$ cat src/rtl/bp_resolve_unit_pkg.sv
// rtl/bp_resolve_unit_pkg.sv - shared codes, types and helpers for the branch resolve unit
package bp_resolve_unit_pkg;

    localparam int          InstAddrBus = 32;
    localparam logic [31:0] ZeroWord    = 32'h0000_0000;

    localparam logic [1:0] BP_NONE      = 2'b00;
    localparam logic [1:0] BP_NOT_TAKEN = 2'b01;
    localparam logic [1:0] BP_TAKEN     = 2'b10;

    typedef struct packed {
        logic                   pred;
        logic [InstAddrBus-1:0] pc;
        logic [InstAddrBus-1:0] target;
    } bp_entry_t;

    // Address fetch should have followed given the real outcome of this branch.
    function automatic logic [InstAddrBus-1:0] correct_addr(bp_entry_t e, logic taken);
        return taken ? e.target : e.pc + 32'd4;
    endfunction

endpackage

$ cat src/rtl/bp_pred_fifo.sv
// rtl/bp_pred_fifo.sv - circular buffer of outstanding branch predictions with push/pop/clear
module bp_pred_fifo
    import bp_resolve_unit_pkg::*;
#(
    parameter int DEPTH = 4,
    parameter int PTR_W = 2
) (
    input  logic      clk,
    input  logic      rst,
    input  logic      push,
    input  logic      pop,
    input  logic      clear,
    input  bp_entry_t wdata,
    output bp_entry_t rdata,
    output logic      full,
    output logic      empty
);

    localparam logic [PTR_W:0] FULL_CNT = (PTR_W+1)'(DEPTH);

    bp_entry_t        mem [DEPTH];
    logic [PTR_W-1:0] wr_ptr;
    logic [PTR_W-1:0] rd_ptr;
    logic [PTR_W:0]   count;

    assign full  = (count == FULL_CNT);
    assign empty = (count == '0);
    assign rdata = mem[rd_ptr];

    always_ff @(posedge clk) begin
        if (push) begin
            mem[wr_ptr] <= wdata;
        end
    end

    // Clear wins over push/pop; the caller suppresses any push on a clearing cycle.
    always_ff @(posedge clk or negedge rst) begin
        if (!rst) begin
            wr_ptr <= '0;
            rd_ptr <= '0;
            count  <= '0;
        end else if (clear) begin
            rd_ptr <= wr_ptr;
            count  <= '0;
        end else begin
            if (push) wr_ptr <= wr_ptr + 1'b1;
            if (pop)  rd_ptr <= rd_ptr + 1'b1;
            case ({push, pop})
                2'b10:   count <= count + 1'b1;
                2'b01:   count <= count - 1'b1;
                default: count <= count;
            endcase
        end
    end

endmodule

$ cat src/rtl/bp_resolve_unit.sv
// rtl/bp_resolve_unit.sv - resolves queued branch predictions, trains the predictor, flushes on mispredict
// Optional statistics counters enabled by BP_RESOLVE_STATS_EN.
module bp_resolve_unit
    import bp_resolve_unit_pkg::*;
#(
    parameter int DEPTH = 4,
    parameter int PTR_W = 2
) (
    input  logic        clk,
    input  logic        rst,
    input  logic        push_i,
    input  logic        push_pred_i,
    input  logic [31:0] push_pc_i,
    input  logic [31:0] push_target_i,
    input  logic        res_valid_i,
    input  logic        res_taken_i,
    input  logic        flush_i,
    output logic [1:0]  branch_taken_o,
    output logic        mispredict_o,
    output logic [31:0] redirect_addr_o,
    output logic        full_o,
    output logic        empty_o,
    output logic        overflow_o
`ifdef BP_RESOLVE_STATS_EN
    ,
    output logic [31:0] stat_resolved_o,
    output logic [31:0] stat_mispred_o
`endif
);

    bp_entry_t head;
    bp_entry_t wentry;
    logic      pop;
    logic      mispred_now;
    logic      push_acc;
    logic      clear;

    assign pop         = res_valid_i & ~empty_o & ~flush_i;
    assign mispred_now = pop & (head.pred != res_taken_i);
    // Everything behind a mispredicted head is wrong-path, including a same-cycle push.
    assign clear       = flush_i | mispred_now;
    assign push_acc    = push_i & ~clear & (~full_o | pop);
    assign wentry      = '{pred: push_pred_i, pc: push_pc_i, target: push_target_i};

    bp_pred_fifo #(
        .DEPTH (DEPTH),
        .PTR_W (PTR_W)
    ) u_fifo (
        .clk   (clk),
        .rst   (rst),
        .push  (push_acc),
        .pop   (pop),
        .clear (clear),
        .wdata (wentry),
        .rdata (head),
        .full  (full_o),
        .empty (empty_o)
    );

    always_ff @(posedge clk or negedge rst) begin
        if (!rst) begin
            branch_taken_o  <= BP_NONE;
            mispredict_o    <= 1'b0;
            redirect_addr_o <= ZeroWord;
            overflow_o      <= 1'b0;
        end else begin
            branch_taken_o <= pop ? (res_taken_i ? BP_TAKEN : BP_NOT_TAKEN) : BP_NONE;
            mispredict_o   <= mispred_now;
            if (mispred_now) begin
                redirect_addr_o <= correct_addr(head, res_taken_i);
            end
            if (push_i & full_o & ~pop & ~flush_i) begin
                overflow_o <= 1'b1;
            end
        end
    end

`ifdef BP_RESOLVE_STATS_EN
    always_ff @(posedge clk or negedge rst) begin
        if (!rst) begin
            stat_resolved_o <= '0;
            stat_mispred_o  <= '0;
        end else begin
            if (pop)         stat_resolved_o <= stat_resolved_o + 32'd1;
            if (mispred_now) stat_mispred_o  <= stat_mispred_o + 32'd1;
        end
    end
`endif

endmodule

$ cat config.mk
export PLATFORM = sky130hd
export DESIGN_NAME = bp_resolve_unit
export DESIGN_NICKNAME = d
export VERILOG_FILES = /design/src/rtl/bp_resolve_unit_pkg.sv /design/src/rtl/bp_pred_fifo.sv /design/src/rtl/bp_resolve_unit.sv
export SDC_FILE = /design/constraint.sdc
export NUM_CORES = 1
export LEC_CHECK = 0
export CORE_ASPECT_RATIO = 2
export CORE_MARGIN = 5
export CORE_UTILIZATION = 53
export CTS_CLUSTER_SIZE = 10
export DETAILED_ROUTE_END_ITERATION = 12
export PLACE_DENSITY = 0.74
export REMOVE_ABC_BUFFERS = 1
export SETUP_SLACK_MARGIN = 0.5
export SLEW_MARGIN = 20
export SYNTH_ARGS = -nofsm -noshare
export SYNTH_HDL_FRONTEND = slang
export SYNTH_SLANG_ARGS = --single-unit
$ cat constraint.sdc
create_clock -name clk -period 6.05 [get_ports clk]
set_input_delay 0.605 -clock clk [delete_from_list [all_inputs] [get_ports clk]]
set_output_delay 0.605 -clock clk [all_outputs]
set_load 0.05 [all_outputs]
Word-level counts from Yosys, hierarchy flattened
Memory sizes are Yosys's and may differ from the RTL's.
Cells that the tools add are included.
{"block": "op_classes", "n_bitwise": 15, "mux": 9, "n_reduce_logical": 4, "n_addsub": 5, "n_eq_ne": 4}
{"op": "$add A32 B3 Y32 const B", "count": 1}
{"op": "$mux W32", "count": 1}
{"op": "$and A1 B1 Y1", "count": 8}
{"op": "$mux W2", "count": 4}
{"op": "$pmux W3 S2", "count": 1}
{"op": "$not A1 Y1", "count": 5}
{"op": "$add A2 B1 Y2 const B", "count": 2}
{"op": "$add A3 B1 Y3 const B", "count": 1}
{"op": "$eq A3 B3 Y1 const B", "count": 1}
{"op": "$logic_not A3 Y1", "count": 1}
{"op": "$mux W3", "count": 1}
{"op": "$reduce_bool A3 Y1", "count": 1}
{"op": "$sub A3 B1 Y3 const B", "count": 1}
{"op": "$eq A2 B1 Y1 const B", "count": 1}
{"op": "$eq A2 B2 Y1 const B", "count": 1}
{"op": "$mux W1", "count": 2}
{"op": "$or A1 B1 Y1", "count": 2}
{"op": "$reduce_and A2 Y1", "count": 1}
{"op": "$reduce_bool A2 Y1", "count": 1}
{"op": "$ne A1 B1 Y1", "count": 1}
{"block": "word_totals", "ff_bits": 43, "mem_count": 1, "word_cells": 45, "mem_bits_rw": 260, "out_inout_bits": 38, "input_bits": 71}
{"memory": "u_fifo.mem", "words": 4, "word_bits": 65, "read_ports": 1, "rd_ports_with_merged_regs": 0, "wr": 1, "line_no": "bp_pred_fifo.sv:21", "source": "bp_entry_t mem [DEPTH];"}

Depth between registers and ports, before layout
{"block": "logic_depth", "depth_word": 12, "mapped_depth": 14, "depth_no_buf": 11}

Modules after synthesis
Synthesis repeated with hierarchy kept, for this count alone.
{"block": "unflattened", "cells_unflattened": 645, "area_unflattened_um2": 12005.3}
{"module": "bp_pred_fifo", "area_per_inst_um2": 9848.2, "instances": 1, "seq_area_each_um2": 7982.7, "cells_each": 381}
{"module": "bp_resolve_unit", "area_per_inst_um2": 2157.1, "instances": 1, "seq_area_each_um2": 900.9, "cells_each": 264}

Worst setup path after synthesis
No wires, ideal clock.
{"block": "synth_path", "path_kind": "reg-to-reg", "from": "reg u_fifo.rd_ptr[0]", "to": "mem u_fifo.mem[0][0] (netlist bit) (enable)", "synth_period_minus_slack_ns": 3.918, "setup_time_ns": 0.430, "required_time_ns": 5.620, "setup_slack_ns": 2.132, "arrival_time_ns": 3.488, "path_buffers": 2, "path_stages_with_launch": 9, "path_cell_list": "dfrtp_1 -> buf_6 -> mux4_2 -> xnor2_1 -> nand2b_1 -> buf_2 -> clkinv_1 -> a211oi_2 -> and2_1"}
{"block": "synth_via", "elab_chain_cells": 9}
{"element": "start: declaration", "line_no": "bp_pred_fifo.sv:23", "source": "logic [PTR_W-1:0] rd_ptr;"}
{"element": "start signal: assignment", "line_no": "bp_pred_fifo.sv:43", "source": "rd_ptr <= wr_ptr;"}
{"element": "start signal: assignment", "line_no": "bp_pred_fifo.sv:47", "source": "if (pop) rd_ptr <= rd_ptr + 1'b1;"}
{"element": "$mem_v2 Z4 W65"}
{"element": "$ne A1 B1 Y1", "line_no": "bp_resolve_unit.sv:39", "source": "assign mispred_now = pop & (head.pred != res_taken_i);"}
{"element": "$and A1 B1 Y1", "line_no": "bp_resolve_unit.sv:39"}
{"element": "$or A1 B1 Y1", "line_no": "bp_resolve_unit.sv:41", "source": "assign clear = flush_i | mispred_now;"}
{"element": "$not A1 Y1 (no line)"}
{"element": "$and A1 B1 Y1 (2 in series)", "line_no": "bp_resolve_unit.sv:42", "source": "assign push_acc = push_i & ~clear & (~full_o | pop);"}
{"element": "$mux W1", "line_no": "bp_pred_fifo.sv:31", "source": "if (push) begin"}
{"element": "$mux W1 (not written as such)", "line_no": "bp_pred_fifo.sv:32", "source": "mem[wr_ptr] <= wdata;"}
{"element": "end: declaration", "line_no": "bp_pred_fifo.sv:21"}
No other way between the ends.

Worst setup path after layout
{"block": "layout_path", "from": "reg u_fifo.rd_ptr[0]", "to": "mem u_fifo.mem[0][2] (netlist bit) (enable)"}
The elaborated chain is that of the path after synthesis.

==> metrics.yaml <==
outcome:
  outcome: "completed"
timing:
  rsz0062_at_grt: "no"
  worstMarginPinSlew_ns: 0.948
  finClkSkew_ns: 0.0244
  hold_viol_final: 0
  slew_violations: 0
  finalCritPeriodShare_pct: 71.8
  max_freq_mhz: 230
  timing.slew.headroom_pct: 36.8
  setup_viol: 0
  min_period_ns: 4.34
cts:
  ctsResizeCount: 0
  cts_tree: "yes"
  post_cts_buffers: 0
  clock_latency_ns: 0.51
  cts.clk_slew.worst_paths_ns: 0.06
  clkSinkCount: 303
  cts_max_path_buffers: 3
  cts-root-buf: "clkbuf_16"
  htreeDepth: 2
  cts_made_buffers: 36
  cts_hold_buffers: 0
pwr:
  swShare_pct: 32.1
  p_seq_share_pct: 41.4
  power_leakage_nw: 4.84
  combPwrFrac_pct: 29.9
  p_sw_mw: 2.14
  irDropWorstVdd_v: 0.000270
  p_int_mw: 4.52
  power_density_mw_per_mm2: 456
  clkPwrFrac_pct: 28.7
  fin_total_pwr_mw: 6.66
critical_path:
  arrival_ns: 4.47
  worstPathMaxFanout: 43
  critPathLaunchType: "flop"
  cp_top_family: "buffers and inverters"
  path_cells: "mux4_2 -> xnor2_1 -> nand2b_1 -> clkinv_1 -> buf_4 -> a211oi_2 -> and2_2 -> buf_4"
  crit_path_end_kind: "flop"
  crit_top_cell: "buf_4"
  cp_slowest_cell: "dfrtp_4"
  slowest_delay_ns: 0.86
  crit_required_ns: 6.18
  crit_buf_inv: 3
  crit_type: "flop to flop"
yosys:
  synth.yosys.warnings: 0
  seq_area_frac_synth_pct: 72.5
  synthFlopType: "edfxtp_1"
  synthTopCellsByCount: "260 x edfxtp_1, 58 x mux4_2, 43 x dfrtp_1"
  synth_edf_count: 260
  synth_top_area_share_pct: 63.7
  synthCells: 666
  syn_area_sq_mm: 0.0123
  ys_ff_latch: 303
  synth.area.top_cells: "edfxtp_1 64%, mux4_2 11%, dfrtp_1 8.8%"
  synth_most_common_cell: "edfxtp_1"
  synthArstFlopShare_pct: 14.2
  synth_top_area_cell: "edfxtp_1"
  synthDistinctLibCells: 59
  syn_avg_cell_area_sq_um: 18.4
finish:
  drive_above_1_share_pct: 17.0
  antennaDiodeCount: 0
  stdcell_count: 1100
  area_growth_pct: 19.1
  final_util_pct: 64.2
  nNetsFinal: 871
floorplan:
  ios: 109
  core-area_sq_mm: 0.0227
  die_h_um: 225
  dieArea_sq_mm: 0.0265
  rows: 78
  die_x_um: 118
  initial_core_util_pct: 53.9
route:
  wl_per_cell_um: 24.2
  route.vias.total: 6612
  ant_nets: 0
  drtIter0Drc: 474
  via_per_inst: 6.01
  drc: 0
  drt-total-wl_mm: 26.7
  firstDrtPassIters: 5
global_route:
  track_usage_pct: 20.6
  grt_pass1_wl_mm: 42.1
  grt_overflow: 0
  antenna_found_initial: 0
  grt_max_degree: 45
  first_global_vias: 7154
run:
  drv_cap: 0
placement:
  place_inst: 1036
  gp_congestion: 0.802
  io_buffer_count: 108
  dpl.hpwl_mm: 17.2
min_path:
  worst_hold_path_type: "input port to asynchronous set/reset pin"
## area by class of cell
class,count,area (sq um)
multi-input combinational,321,3120
fill,1595,8140
clock buffer,63,1020
timing repair buffer,122,1180
clock inverter,1,8.76
tap,280,350
sequential,303,8890
inverter,10,37.5
## per-stage QoR
| stage | setup TNS, ns | setup WS [ns] | area (sq um) | hold WS [ns] |
|---|---|---|---|---|
| 2_1_floorplan | -351.47 | -1.35 | 12000 | 0.309 |
| 3_3_place_gp | 0 | 1.75 | 13600 | 0.462 |
| 3_5_place_dp | 0 | 1.65 | 13600 | 0.472 |
| 4_1_cts | 0 | 1.64 | 14600 | 0.215 |
| 5_1_grt | 0 | 1.34 | 14600 | 0.259 |
| 6_report | 0 | 1.71 | 14600 | 0.200 |
## final timing paths
path,start,to,slack [ns],depth (start not counted)
min,rst,redirect_addr_o[20],0.20,2
min in group clk,redirect_addr_o[3],redirect_addr_o[3],0.48,2
max reg2reg,u_fifo.rd_ptr[0],u_fifo.mem[0][2],1.71,8
max,u_fifo.rd_ptr[0],u_fifo.mem[0][2],1.71,8
max in group asynchronous,rst,u_fifo.rd_ptr[0],5.35,2
min reg2reg,redirect_addr_o[3],redirect_addr_o[3],0.48,2
## metal layers
layer | part of all wire (%) | track usage, % | vias to the layer above
met3 | 5.3 | 3.42 | 58
met1 | 36 | 24.1 | 3374
met4 | 3.8 | 9.19 | 0
li1 | - | - | 2924
met5 | 0 | 0 | -
met2 | 55 | 37.1 | 256
## cell families (layout without fill, tap and decap cells)
group,after synthesis,count (layout),share of synthesized area [%]
multiplexers,67,67,12.3
XOR/XNOR,28,28,2.00
buffers and inverters,42,196,2.16
flip-flops,303,303,72.5
AND/OR/NAND/NOR,131,131,5.77
AO/OA/AOI/OAI,89,89,4.60
adder cells (fa/ha/maj),6,6,0.674
## cells in the final DEF (no fill, tap or decap), drive strengths merged, types with 6 or more instances in the layout
cell	instances
edfxtp	260
clkdlybuf4s50	106
mux4	65
clkbuf	63
dfrtp	43
nor2	37
nand2	30
a21oi	27
xnor2	20
o21ai	18
nand3	17
o22ai	16
buf	16
nor3	11
inv	10
nor4	9
xor2	8
nand2b	6
a31oi	6
nand4	6
and2	6
## power groups by stage
stage / logic, mW / clock network [mW] / registers (mW)
6_report: 1.99 / 1.91 / 2.76
5_1_grt: 2.12 / 2.04 / 2.79
4_1_cts: 2.02 / 1.95 / 2.76
3_5_place_dp: 2.01 / 0 / 2.80
3_3_place_gp: 1.97 / 0 / 2.79
2_1_floorplan: 0.944 / 0 / 3.22
## flip-flops by register name, summed over array words and instances, names as in the netlist
name,count
u_fifo.mem,260
overflow_o,1
redirect_addr_o,32
u_fifo.rd_ptr,2
mispredict_o,1
u_fifo.count,3
branch_taken_o,2
u_fifo.wr_ptr,2
No activity file was read; power rests on OpenSTA's default activity.
